==> src/rtl/kei_i2c_pkg.sv <==
// -----------------------------------------------------------------------------
// kei_i2c_pkg
// Shared types and constants for the I2C master transmit path.
//   i2c_tx_cmd_t      : one IC_DATA_CMD write image {restart, stop, read_cmd, data}
//   I2C_TX_FIFO_DEPTH : default number of TX FIFO entries
//   I2C_TX_CMD_W      : bit width of one command entry
// -----------------------------------------------------------------------------
package kei_i2c_pkg;

    localparam int I2C_TX_FIFO_DEPTH = 8;
    localparam int I2C_TX_CMD_W      = 11;

    typedef struct packed {
        logic       restart;
        logic       stop;
        logic       read_cmd;
        logic [7:0] data;
    } i2c_tx_cmd_t;

endpackage

==> src/rtl/kei_i2c_fifo_ram.sv <==
// -----------------------------------------------------------------------------
// kei_i2c_fifo_ram
// DEPTH x 11 storage for the TX FIFO: one synchronous write port, one
// asynchronous read port. Contents are not reset.
//   clk    in  : write clock
//   we     in  : write enable
//   waddr  in  : write address
//   wdata  in  : write data (i2c_tx_cmd_t)
//   raddr  in  : read address
//   rdata  out : combinational read data
// -----------------------------------------------------------------------------
module kei_i2c_fifo_ram
    import kei_i2c_pkg::*;
#(
    parameter int DEPTH = I2C_TX_FIFO_DEPTH,
    parameter int AW    = $clog2(DEPTH)
) (
    input  logic          clk,
    input  logic          we,
    input  logic [AW-1:0] waddr,
    input  i2c_tx_cmd_t   wdata,
    input  logic [AW-1:0] raddr,
    output i2c_tx_cmd_t   rdata
);

    i2c_tx_cmd_t mem_q [DEPTH];

    always_ff @(posedge clk) begin
        if (we) begin
            mem_q[waddr] <= wdata;
        end
    end

    assign rdata = mem_q[raddr];

endmodule

==> src/rtl/kei_i2c_tx_fifo.sv <==
// -----------------------------------------------------------------------------
// kei_i2c_tx_fifo
// First-word-fall-through TX command FIFO between the register side and the
// I2C master FSM. Pointers are AW+1 bits so that full and empty can be told
// apart without a separate count register.
//
// Build option: define KEI_I2C_TX_FIFO_THR_EN to enable the threshold
// comparator (tx_thr_below = tx_level <= tx_thr). Without it, tx_thr is
// ignored and tx_thr_below is tied low.
//
// Ports
//   clk           in  : clock
//   rstn          in  : asynchronous active-low reset
//   tx_push       in  : write strobe
//   tx_push_data  in  : {restart, stop, read_cmd, data[7:0]}
//   tx_pop        in  : read strobe
//   tx_pop_data   out : head entry, valid while !tx_empty
//   tx_flush      in  : synchronous clear, wins over push/pop
//   tx_thr        in  : threshold level
//   tx_empty      out : no entries
//   tx_full       out : DEPTH entries
//   tx_level      out : entry count
//   tx_thr_below  out : tx_level <= tx_thr
//   tx_over       out : sticky overflow
//   clr_tx_over   in  : clear pulse for tx_over
// -----------------------------------------------------------------------------
module kei_i2c_tx_fifo
    import kei_i2c_pkg::*;
#(
    parameter int DEPTH = I2C_TX_FIFO_DEPTH,
    parameter int AW    = $clog2(DEPTH)
) (
    input  logic          clk,
    input  logic          rstn,
    input  logic          tx_push,
    input  logic [10:0]   tx_push_data,
    input  logic          tx_pop,
    output logic [10:0]   tx_pop_data,
    input  logic          tx_flush,
    input  logic [AW:0]   tx_thr,
    output logic          tx_empty,
    output logic          tx_full,
    output logic [AW:0]   tx_level,
    output logic          tx_thr_below,
    output logic          tx_over,
    input  logic          clr_tx_over
);

    localparam logic [AW:0] PTR_ONE = {{AW{1'b0}}, 1'b1};

    logic [AW:0] wr_ptr_q, wr_ptr_d;
    logic [AW:0] rd_ptr_q, rd_ptr_d;
    logic        tx_over_q, tx_over_d;

    logic        empty;
    logic        full;
    logic        pop_ok;
    logic        push_ok;
    logic        over_set;

    i2c_tx_cmd_t push_cmd;
    i2c_tx_cmd_t head_cmd;

    assign empty = (wr_ptr_q == rd_ptr_q);
    assign full  = (wr_ptr_q[AW] != rd_ptr_q[AW]) &&
                   (wr_ptr_q[AW-1:0] == rd_ptr_q[AW-1:0]);

    // A pop on a full FIFO frees the slot the same-cycle push needs.
    assign pop_ok   = tx_pop && !empty && !tx_flush;
    assign push_ok  = tx_push && (!full || pop_ok) && !tx_flush;
    assign over_set = tx_push && full && !pop_ok && !tx_flush;

    always_comb begin
        wr_ptr_d  = wr_ptr_q;
        rd_ptr_d  = rd_ptr_q;
        tx_over_d = tx_over_q;
        if (tx_flush) begin
            wr_ptr_d = '0;
            rd_ptr_d = '0;
        end else begin
            if (push_ok) begin
                wr_ptr_d = wr_ptr_q + PTR_ONE;
            end
            if (pop_ok) begin
                rd_ptr_d = rd_ptr_q + PTR_ONE;
            end
        end
        // A new overflow outranks a coincident clear so no event is lost.
        if (over_set) begin
            tx_over_d = 1'b1;
        end else if (clr_tx_over) begin
            tx_over_d = 1'b0;
        end
    end

    always_ff @(posedge clk or negedge rstn) begin
        if (!rstn) begin
            wr_ptr_q  <= '0;
            rd_ptr_q  <= '0;
            tx_over_q <= 1'b0;
        end else begin
            wr_ptr_q  <= wr_ptr_d;
            rd_ptr_q  <= rd_ptr_d;
            tx_over_q <= tx_over_d;
        end
    end

    assign push_cmd = i2c_tx_cmd_t'(tx_push_data);

    kei_i2c_fifo_ram #(
        .DEPTH (DEPTH),
        .AW    (AW)
    ) u_ram (
        .clk   (clk),
        .we    (push_ok),
        .waddr (wr_ptr_q[AW-1:0]),
        .wdata (push_cmd),
        .raddr (rd_ptr_q[AW-1:0]),
        .rdata (head_cmd)
    );

    assign tx_pop_data = head_cmd;
    assign tx_empty    = empty;
    assign tx_full     = full;
    // Pointer difference modulo 2*DEPTH is the occupancy (0..DEPTH).
    assign tx_level    = wr_ptr_q - rd_ptr_q;
    assign tx_over     = tx_over_q;

`ifdef KEI_I2C_TX_FIFO_THR_EN
    assign tx_thr_below = (tx_level <= tx_thr);
`else
    logic unused_tx_thr;
    assign unused_tx_thr = ^tx_thr;
    assign tx_thr_below  = 1'b0;
`endif

endmodule

==> config.mk <==
export PLATFORM = sky130hd
export DESIGN_NAME = kei_i2c_tx_fifo
export DESIGN_NICKNAME = d
export VERILOG_FILES = /design/src/rtl/kei_i2c_pkg.sv /design/src/rtl/kei_i2c_fifo_ram.sv /design/src/rtl/kei_i2c_tx_fifo.sv
export SDC_FILE = /design/constraint.sdc
export NUM_CORES = 1
export LEC_CHECK = 0
export BUFFER_PORTS_ARGS = -buffer_cell sky130_fd_sc_hd__buf_2
export CAP_MARGIN = 0
export CORE_MARGIN = 2
export CORE_UTILIZATION = 49
export DETAILED_ROUTE_END_ITERATION = 12
export PLACE_DENSITY = 0.69
export SLEW_MARGIN = 30
export SYNTH_ARGS = -nofsm -noshare
export SYNTH_HDL_FRONTEND = slang
export SYNTH_HIERARCHICAL = 1
export SYNTH_SLANG_ARGS = --single-unit
==> constraint.sdc <==
create_clock -name clk -period 3.3 [get_ports clk]
set_input_delay 0 -clock clk [delete_from_list [all_inputs] [get_ports clk]]
set_output_delay 0 -clock clk [all_outputs]
set_load 0.05 [all_outputs]
; Word level (Yosys, flattened, before mapping)
; Memory sizes are Yosys's and may differ from the RTL's.
; Index checks and enable logic that the tools add are counted.
[word_totals]
reg_bits = 9
mem_bits_rw = 88
inputBits = 21
output_inout_bits = 19
wordCells = 34
mem_count = 1
[op_classes]
add_sub_neg = 3
eq_ne = 3
muxes = 8
reduce_logical = 16
[memory_table]
columns = name, words, word_bits, read_ports, rd_ports_with_merged_regs, write_ports, line
row1 = u_ram.mem_q, 8, 11, 1, 0, 1, kei_i2c_fifo_ram.sv:26  ; i2c_tx_cmd_t mem_q [DEPTH];
[ops]
columns = op, count
row1 = $mux 4, 4
row2 = $add 4x1->4 const B, 2
row3 = $logic_and 1x1->1, 8
row4 = $reduce_bool 2->1, 3
row5 = $eq 4x4->1, 1
row6 = $logic_not 1->1, 4
row7 = $mux 1, 4
row8 = $sub 4x4->4, 1
row9 = $eq 3x3->1, 1
row10 = $logic_or 1x1->1, 1
row11 = $ne 1x1->1, 1

; Depth between registers and ports, before layout
; Gate-level depths: netlist of the first run.
[depth]
depth_word = 9
depth_mapped = 7
ltp_nobuf = 7

; By module
; The synthesis of the first run kept the hierarchy.
[by_module_without_submodules]
columns = module, n_inst, cells_each, area_each_um2, seq_area_each_um2
row1 = kei_i2c_fifo_ram, 1, 139, 3437.0, 2642.5
row2 = kei_i2c_tx_fifo, 1, 63, 614.3, 225.2

; Worst setup path after synthesis of the first run
; OpenSTA, ideal clock, no wires.
[synth_timing]
path_type = flip-flop to flip-flop
startpoint = register wr_ptr_q[0]
endpoint = memory u_ram/mem_q[0][0] in the netlist's numbering, enable pin
setup_time_ns = 0.393
arrival_time_ns = 2.173
required_ns = 2.907
path_slack_ns = 0.734
stages_incl_launch_ff = 8
n_path_buf = 0
synth_period_minus_slack_ns = 2.566
cell_sequence = dfrtp_1 > inv_1 > ha_1 > nand3_1 > o31ai_4 > nor2_1 > nand2b_1 > nor3_1
[synth_between]
elab_chain_cells = 9
elab_cells_between_ends = 12
classes_between = eq/ne (2) / mux (2) / reduce/logical (8)
[synth_lines]
columns = item, line
row1 = "start, declared", kei_i2c_tx_fifo.sv:51  ; logic [AW:0] wr_ptr_q, wr_ptr_d;
row2 = "start signal, assigned", kei_i2c_tx_fifo.sv:102  ; wr_ptr_q <= wr_ptr_d;
row3 = $eq 4x4->1, kei_i2c_tx_fifo.sv:64  ; assign empty = (wr_ptr_q == rd_ptr_q);
row4 = $logic_not 1->1, kei_i2c_tx_fifo.sv:69  ; assign pop_ok = tx_pop && !empty && !tx_flush;
row5 = $logic_and 1x1->1 (2 in a row), kei_i2c_tx_fifo.sv:69
row6 = $logic_or 1x1->1 *, kei_i2c_tx_fifo.sv:70  ; assign push_ok = tx_push && (!full || pop_ok) && !tx_flush;
row7 = $logic_and 1x1->1 * (2 in a row), kei_i2c_tx_fifo.sv:70
row8 = via push_ok, kei_i2c_tx_fifo.sv:58  ; logic push_ok;
row9 = $mux 1 *, kei_i2c_fifo_ram.sv:29  ; if (we) begin
row10 = $mux 1 (implied by the code) *, kei_i2c_fifo_ram.sv:30  ; mem_q[waddr] <= wdata;
row11 = "end, declared", kei_i2c_fifo_ram.sv:26
; Mark *: on every way through the listed nets, which the timed path passes. The rest lies on a longest branch.

; Final worst setup path of the first run
[layout_timing]
startpoint = register wr_ptr_q[0]
endpoint = memory u_ram/mem_q[4][3] in the netlist's numbering, enable pin
; The elaborated chain is that of the path after synthesis.

==> results of run 1 <==
-- worst paths after layout --
check,from,to,slack [ps],depth (start not counted)
setup / recovery,wr_ptr_q[0],u_ram/mem_q[4][3],810,7
hold / removal,rstn,tx_over,30,2
max in group asynchronous,rstn,rd_ptr_q[0],3100,2
min in group clk,tx_push,wr_ptr_q[3],40,4
setup reg to reg,wr_ptr_q[0],u_ram/mem_q[4][3],810,7
hold reg to reg,rd_ptr_q[2],rd_ptr_q[2],630,3
-- area by class of cell --
type / count / share of cell area [%]
clock buffer: 10 / 2.69
timing repair buffer: 60 / 8.48
inverter: 8 / 0.632
sequential: 97 / 60.4
tap: 105 / 2.77
clock inverter: 5 / 1.21
multi-input combinational: 90 / 23.8
-- cell usage after synthesis, types with 2 or more instances --
library cell and count:
xnor2_1 4, nand2_1 3, buf_1 2, nor3_1 2, mux2_2 11, inv_1 8, buf_6 2, ha_1 5
nand3_1 2, nand2b_1 3, mux2i_1 2, edfxtp_1 88, nor2_1 16, dfrtp_1 9, o21ai_1 3, mux4_1 22
clkbuf_1 2, xor2_1 4
-- layer usage --
layer	GRT usage [%]	vias up
met3	3.11	10
met1	23.2	1041
met4	6.88	0
met5	0	-
met2	26.2	42
li1	-	944
-- cell families (layout without fill, tap and decap cells) --
kind of cell               Yosys count  count (layout)  synth area share [%]
adders and majority gates            6               6                  2.04
muxes                               35              35                  17.8
buffers and inverters               15              83                  1.85
other                                1               1                0.0926
xor gates and xnor gates             9               9                  2.13
DFF                                 97              97                  70.8
and+or+nand+nor                     30              30                  3.55
AOI/OAI and AO/OA                    9               9                  1.73
-- power by group through the flow --
stage	combinational, mW	clock, mW	sequential [mW]
after floorplan	0.468	0	1.41
after global placement	0.603	0	1.40
after detailed placement	0.610	0	1.40
after CTS	0.623	0.739	1.37
after global routing	0.656	0.787	1.38
final	0.616	0.728	1.37
-- cell usage in the layout, fill, tap and decap left out, types with 2 or more instances in the layout --
| master | n |
|---|---|
| ha_1 | 5 |
| xnor2_1 | 4 |
| nand2_1 | 3 |
| nor2_1 | 16 |
| xor2_1 | 4 |
| nand3_1 | 2 |
| edfxtp_1 | 88 |
| mux2i_1 | 2 |
| dlygate4sd3_1 | 15 |
| mux2_2 | 11 |
| buf_2 | 34 |
| clkbuf_8 | 9 |
| o21ai_1 | 3 |
| nand2b_1 | 3 |
| dfrtp_1 | 9 |
| clkinvlp_4 | 2 |
| buf_4 | 11 |
| nor3_4 | 2 |
| mux4_1 | 22 |
| inv_1 | 8 |
-- stage by stage --
step | setup slack, ps | instances
final | 805 | 375
after global routing | 638 | 375
after CTS | 762 | 375
after detailed placement | 776 | 345
after global placement | 630 | 345
after floorplan | 734 | 202
-- sequential cells by signal, summed over array words and instances (netlist names) --
name,flops
u_ram/mem_q,88
rd_ptr_q,4
wr_ptr_q,4
tx_over,1
==> summary.txt, run 1 <==
Worst setup path
  – CP Capture Type: register
  – Crit path largest cell delay: 580 ps
  – Peak fanout along the critical path: 11
  – Critical path class: reg2reg
  – Worst Path Required: 3280 ps
  – CP top delay family: simple AND/OR/NAND/NOR gates
  – CP Data Arrival Time: 2480 ps
  – Startpoint Class: register
  – Crit path buffers/inverters: 1
  – Critical Path Slowest Stage Cell: nor3_4
  – Cell breakdown of the critical path: inv_1, ha_1, nand3_1, o31ai_4, nor2_1, nand2_1, nor3_4

Timing
  – RSZ-0062 raised after global routing: no
  – Slew Viols, Final: 0
  – TNS Setup: 0 ps
  – Least-Margin Pin Slew: 696 ps
  – Clock Skews: 6.10 ps
  – Final setup fails: 0
  – Fin. Hold Viols: 0
  – Min Tclk post-route: 2490 ps
  – Slew margin rel.: 53.4%
  – Max Fclk: 401 MHz
  – Worst hold slack: 25.9 ps
  – Crit share post-route: 75.6%

Die
  – Die Area: 9010 um^2
  – IO Count: 40
  – Num rows: 33
  – Die Width: 94.9 um
  – Area of the core: 8130 um^2
  – Die height: 94.9 um
  – Starting Density: 49.8%

Synthesis
  – Syn_nets: 229
  – Synth area leaders: edfxtp_1, mux4_1, dfrtp_1
  – Synth Flop Type: edfxtp_1
  – Synthesis Warnings: 6
  – Post-synth cell types: 32
  – Synthesized flop and latch total: 97
  – Cell count after synthesis: 202
  – Syn Area/Cell: 20.1 um^2
  – Seq/Total Area, Yosys: 70.8%
  – Yosys top cell area share: 65.2%
  – Async S/R FF share, synth: 9.28%
  – Number of flops mapped to enable cells by yosys: 88
  – Synthesized cell area: 4050 um^2
  – Leading area contributor after synthesis: edfxtp_1

Hold path
  – Min-delay worst type: in2async

Finish
  – Sequential cell area: 2870 um^2
  – Layout cell share with drive strength beyond 1: 27.0%
  – Multi-input logic area: 1130 um^2
  – N_diodes: 0
  – Filler Cell Count: 634
  – Final net count: 293
  – Final design utilization: 58.4%
  – Area Overhead vs Synth: 17.2%
  – Design area: 4750 um^2

Detailed routing
  – Drt initial violations: 141
  – WL met2: 3.45 mm
  – Wirelength, routed: 6.94 mm
  – Wire per inst: 18.5 um
  – # DRC: 0
  – Post-DRT Antenna Nets: 0
  – Max Used Layer: met4
  – Routed via count: 2037
  – DRT Pass-1 Iters: 4
  – WL met3: 208 um
  – Met1 WL: 3.16 mm
  – Vias/cell: 5.43

Power and ir drop
  – Internal: 1.93 mW
  – Max VDD drop: 0.239 mV
  – Switch share: 29.0%
  – Clk pwr share: 26.8%
  – Psw: 0.787 mW
  – Pleak: 1.69 nW
  – Power Density: 572 nW/um^2
  – Logic gate share of total power: 22.7%
  – Final Power: 2.72 mW
  – Sequential power share: 50.5%

Clock tree
  – Num CTS Buffers: 9
  – Post-CTS setup buffers: 0
  – Reg clk slew, reported paths: 80 ps
  – CTS tree: built
  – CTS-repair resized insts: 0
  – Buffers from clock root to sink, at most: 2
  – CTS H-tree lvls: 3
  – TritonCTS Sinks: 97
  – Skew-Pair Late Insertion Delay: 350 ps
  – Post-CTS Hold Buffers: 15
  – CTS root buf: clkbuf_8

GRT
  – GRT Total Usage: 16.7%
  – First-pass GRT wire length: 10.6 mm
  – Largest net degree at the start of global routing: 26
  – Vias in the first global route: 2023
  – Initial antenna violation count: 0
  – GRT Residual Overflow: 0

Placement
  – DP HPWL: 4.06 mm
  – Gpl congestion: 0.727
  – Port Buf Inserts: 34
  – Placed cell area: 4410 um^2

Outcome
  – Status: finished, final reports clean

Job
  – Max-cap violations: 0
No activity file was read; power rests on OpenSTA's default activity.
==> run 2: changes to the inputs <==
ABC_AREA = 1   (was unset)
clock period = 2.5 ns   (was 3.3 ns; I/O delays follow)
==> run 2 against run 1 <==
Net effect:
- global-route usage up 2.3 points
- highest routed layer unchanged
- setup slack worse by 550 ps
- register-to-register slack worse by 500 ps
==> summary.txt, run 2 <==
Finish
  – Largest register by flop count: u_ram/mem_q
  – Largest register FFs: 88
  – Most common cell after layout, fill and taps aside: nand2_1
  – Final net count: 566
  – Multi-input logic area: 1190 um^2
  – Most frequent cells in the layout: nand2_1, inv_1, edfxtp_1, nand3_1, buf_2
  – Area Overhead vs Synth: 12.9%
  – Layout cell share with drive strength beyond 1: 13.1%
  – Filler Cell Count: 816
  – Top Registers: u_ram/mem_q: 88 flops, rd_ptr_q: 4 flops, wr_ptr_q: 4 flops
  – Sequential cell area: 2870 um^2
  – N_diodes: 0

Timing
  – Slew Viols, Final: 0
  – Worst hold slack: 22.3 ps
  – Crit share post-route: 89.9%
  – Fin. Hold Viols: 0
  – Clock Skews: 12.0 ps
  – Final setup fails: 0
  – Slew margin rel.: 51.1%
  – Max Fclk: 445 MHz
  – Min Tclk post-route: 2250 ps
  – RSZ-0062 raised after global routing: no
  – Least-Margin Pin Slew: 732 ps

GRT
  – Initial antenna violation count: 0
  – Vias in the first global route: 3018
  – GRT Residual Overflow: 0
  – Largest net degree at the start of global routing: 50
  – First-pass GRT wire length: 14.6 mm
  – GRT Total Usage: 19.0%

Synthesis
  – Synth Flop Type: edfxtp_1
  – Synthesized flop and latch total: 97
  – Synth area leaders: edfxtp_1, nand2_1, inv_1
  – Seq/Total Area, Yosys: 62.2%
  – Synthesis Warnings: 6
  – Synth cell count leaders: nand2_1, inv_1, edfxtp_1
  – Post-synth cell types: 26
  – Cell count after synthesis: 483
  – Syn_nets: 510
  – Syn Area/Cell: 9.54 um^2
  – Most common cell in the netlist: nand2_1
  – Leading area contributor after synthesis: edfxtp_1
  – Yosys top cell area share: 57.3%
  – Async S/R FF share, synth: 9.28%
  – Number of flops mapped to enable cells by yosys: 88
  – Synthesized cell area: 4610 um^2

Die
  – Die height: 101 um
  – Die Width: 101 um
  – Area of the core: 9200 um^2
  – Num rows: 35
  – IO Count: 40
  – Starting Density: 50.1%
  – Die Area: 10200 um^2

Detailed routing
  – Routed via count: 3122
  – Wirelength, routed: 8.86 mm
  – DRT Pass-1 Iters: 5
  – Post-DRT Antenna Nets: 0
  – Wire per inst: 13.5 um
  – Vias/cell: 4.77
  – Drt initial violations: 202
  – # DRC: 0

Clock tree
  – Num CTS Buffers: 9
  – CTS tree: built
  – TritonCTS Sinks: 97
  – Reg clk slew, reported paths: 90 ps
  – CTS-repair resized insts: 0
  – CTS root buf: clkbuf_8
  – Buffers from clock root to sink, at most: 2
  – CTS H-tree lvls: 3
  – Skew-Pair Late Insertion Delay: 360 ps
  – Post-CTS setup buffers: 0

Power and ir drop
  – Final Power: 3.47 mW
  – Pleak: 2.49 nW
  – Max VDD drop: 0.514 mV
  – Power Density: 666 nW/um^2

Worst setup path
  – CP Data Arrival Time: 2250 ps
  – Startpoint Class: register
  – CP Capture Type: output port
  – Peak fanout along the critical path: 27
  – Critical path class: reg2out
  – Worst Path Required: 2500 ps

Placement
  – Port Buf Inserts: 34
  – DP HPWL: 5.76 mm
  – Gpl congestion: 0.824

Hold path
  – Min-delay worst type: in2async

Job
  – Max-cap violations: 0

Outcome
  – Status: finished, final reports clean
-- run 2: changes by cell type in the layout (fill, tap and decap cells not counted), sizes merged, moves of 4 or more --
cell,delta
xnor2,-4
nand2,+164
nand4,+5
inv,+104
mux4,-22
nand3,+57
nor2,-7
mux2,-11
-- run 2: per-stage QoR --
| stage | util, % | cells | setup slack [ps] | TNS [ps] | cell area [um^2] |
|---|---|---|---|---|---|
| 6_report | 56.6 | 655 | 253 | 0 | 5210 |
| 5_1_grt | 56.6 | 655 | 62.8 | 0 | 5210 |
| 4_1_cts | 56.6 | 655 | 195 | 0 | 5210 |
| 3_5_place_dp | 53.1 | 623 | 327 | 0 | 4880 |
| 3_3_place_gp | 53.1 | 623 | 382 | 0 | 4880 |
| 2_1_floorplan | - | 483 | -36.2 | -2450 | 4610 |
-- run 2: logic make-up after synthesis --
| kind of cell | after synthesis | share of synthesized area [%] |
|---|---|---|
| other cells | 1 | 0.0814 |
| flops | 97 | 62.2 |
| simple gates | 241 | 22.2 |
| compound gates | 4 | 0.814 |
| xor+xnor | 5 | 0.950 |
| fa+ha+maj | 6 | 1.79 |
| buf+inv | 129 | 12.0 |
-- run 2: power by group --
| part | switching (mW) | total, mW | internal, mW |
|---|---|---|---|
| registers | 0.0125 | 1.81 | 1.79 |
| logic | 0.590 | 0.788 | 0.198 |
| clock network | 0.515 | 0.874 | 0.359 |
-- run 2: area by class of cell --
type                    instances  area share, %
clock inverters                 5          0.625
flip-flops and latches         97           55.1
inverters                     112           8.17
clock buffers                  11           2.52
repair buffers                 62           8.07
well taps                     111           2.67
multi-input cells             257           22.9
-- run 2: path summary, 6_finish.rpt --
path                       depth (start not counted)                end  slack (ps)        start
hold / removal                                     2        rd_ptr_q[1]          20         rstn
max in group asynchronous                          2        rd_ptr_q[0]        2290         rstn
setup / recovery                                   7     tx_pop_data[7]         250  rd_ptr_q[1]
setup reg to reg                                  10  u_ram/mem_q[1][8]         310  wr_ptr_q[0]
hold reg to reg                                    2        wr_ptr_q[3]         580  wr_ptr_q[3]
min in group clk                                   4        wr_ptr_q[0]          70     tx_flush
-- run 2: metal layers --
metal | routed length, um | global-route usage (%) | vias to the layer above
li1 | - | - | 1608
met1 | 4100 | 25.7 | 1416
met2 | 4160 | 30.9 | 90
met3 | 480 | 2.91 | 8
met4 | 117 | 7.38 | 0
met5 | 0 | 0 | -
-- run 2: worst max-delay path, cell delays in order (launching register included) --
cell and delay, ps:
dfrtp_1 390, buf_4 240, inv_1 580, nand3_1 150
nand2_1 90, nand2_1 80, nand2_1 90, buf_2 260
-- run 2: repair_timing --
action                     CTS  global route
setup endpoints to repair    0             0
hold buffers                16             0
hold endpoints to repair   106             0
==> run 3: changes to the inputs <==
CTS_CLUSTER_SIZE = 30   (was unset)
PLACE_DENSITY = unset   (was 0.69)
PLACE_DENSITY_LB_ADDON = 0.15   (was unset)
==> run 3 against run 2 <==
Net effect:
- flip-flop and latch count unchanged
- sequential share of layout area fell by 0.29 points
- first-iteration DRC count shrank 42%
- register-to-register slack worse by 140 ps
- final cell count unchanged
- largest cell class unchanged
==> summary.txt, run 3 (synthesis gave the netlist of run 2 again) <==
Outcome
  – Status: finished, final reports clean

Worst setup path
  – CP Capture Type: register
  – Worst Path Required: 2560 ps
  – RR Endpoint: u_ram/mem_q[7][3]
  – Peak fanout along the critical path: 9
  – Reg-to-reg slack, setup: 170 ps
  – Startpoint Class: register
  – FF-to-FF Start: wr_ptr_q[0]
  – Critical path class: reg2reg
  – Worst-case reg-to-reg path depth: 10
  – CP Data Arrival Time: 2390 ps

Die
  – Area of the core: 9200 um^2
  – Die height: 101 um
  – Num rows: 35
  – Starting Density: 50.1%
  – Die Area: 10200 um^2
  – Die Width: 101 um
  – IO Count: 40

Clock tree
  – Reg clk slew, reported paths: 90 ps
  – Post-CTS setup buffers: 0
  – TritonCTS Sinks: 97
  – CTS H-tree lvls: 3
  – CTS-repair resized insts: 0
  – CTS root buf: clkbuf_8
  – Num CTS Buffers: 9
  – CTS tree: built
  – Buffers from clock root to sink, at most: 2
  – Skew-Pair Late Insertion Delay: 350 ps

Finish
  – Most common cell after layout, fill and taps aside: nand2_1
  – Largest register by flop count: u_ram/mem_q
  – N_diodes: 0
  – Top Registers: u_ram/mem_q: 88 flops, rd_ptr_q: 4 flops, wr_ptr_q: 4 flops
  – Layout cell share with drive strength beyond 1: 13.2%
  – Largest register FFs: 88
  – Final design utilization: 56.9%
  – Most frequent cells in the layout: nand2_1, inv_1, edfxtp_1, nand3_1, buf_2
  – Area Overhead vs Synth: 13.5%
  – Filler Cell Count: 805
  – Final net count: 567

Timing
  – PnR worst setup slack: 169 ps
  – Least-Margin Pin Slew: 559 ps
  – Max Fclk: 429 MHz
  – Slew Viols, Final: 0
  – Slew margin rel.: 62.7%
  – RSZ-0062 raised after global routing: no
  – Fin. Hold Viols: 0
  – Crit share post-route: 93.2%
  – Final setup fails: 0
  – Clock Skews: 6.18 ps
  – Min Tclk post-route: 2330 ps

GRT
  – GRT Residual Overflow: 0
  – GRT Total Usage: 19.7%
  – Largest net degree at the start of global routing: 50
  – First-pass GRT wire length: 15.0 mm
  – Vias in the first global route: 2947
  – Initial antenna violation count: 0

Job
  – Max-cap violations: 0

Power and ir drop
  – Pleak: 2.51 nW
  – Max VDD drop: 0.325 mV
  – Power Density: 679 nW/um^2

Detailed routing
  – Post-DRT Antenna Nets: 0
  – Wire per inst: 14.0 um
  – # DRC: 0
  – Routed via count: 3142
  – Drt initial violations: 118
  – Vias/cell: 4.80
  – Wirelength, routed: 9.14 mm
  – DRT Pass-1 Iters: 4

Placement
  – Port Buf Inserts: 34
  – Gpl congestion: 0.804
  – DP HPWL: 5.97 mm
  – Pre-CTS setup slack: 190 ps

Hold path
  – Min-delay worst type: in2async
run 3: repair_timing:
action	in CTS	in global routing
hold buffers	15	1
endpoints found under the hold margin	98	3
endpoints found under the setup margin	0	0
run 3: stage by stage:
step	setup TNS [ps]	instances	instance area [um^2]	power [mW]	hold WS, ps
after floorplan	-2450	483	4610	2.46	-296
after global placement	0	624	4890	2.61	-134
after detailed placement	0	624	4890	2.62	-130
after CTS	0	654	5220	3.59	6.11
after global routing	0	655	5230	3.74	20.7
final	0	655	5230	3.55	20.3
run 3: worst max-delay path by stage:
| stage | from | endpoint | slack, ps |
|---|---|---|---|
| after floorplan | wr_ptr_q[0] | u_ram/mem_q[1][0] | -40 |
| after global placement | wr_ptr_q[0] | u_ram/mem_q[7][3] | 240 |
| after detailed placement | wr_ptr_q[0] | u_ram/mem_q[7][8] | 190 |
| after CTS | wr_ptr_q[0] | u_ram/mem_q[7][3] | 170 |
| after global routing | wr_ptr_q[0] | u_ram/mem_q[7][1] | 6 |
| final | wr_ptr_q[0] | u_ram/mem_q[7][3] | 170 |
run 3: cell type report:
class	instances	area (um^2)	share of cell area (%)
flip-flops and latches	97	2870	54.8
clock buffers	9	124	2.37
inverters	112	425	8.13
well taps	111	139	2.65
clock inverters	6	60.1	1.15
multi-input cells	257	1190	22.7
repair buffers	63	428	8.18
run 3: power by group:
group          internal, mW  switching, mW
sequential             1.79         0.0115
clock                 0.452          0.511
combinational         0.199          0.588
run 3: per-layer routing:
layer	up-vias	global-route usage, %	share of wire, %
li1	1613	-	-
met1	1460	27.5	48
met2	59	31.4	47
met3	10	4.44	4.0
met4	0	5.61	1.2
met5	-	0	0
run 3: critical path: stages, from the launching register on:
cell	delay, ps
dfrtp_1	460
inv_1	90
ha_1	290
inv_1	130
nor2_4	70
o211ai_4	130
nand3_1	120
inv_1	90
nand2_1	110
nor2_1	300
buf_4	250
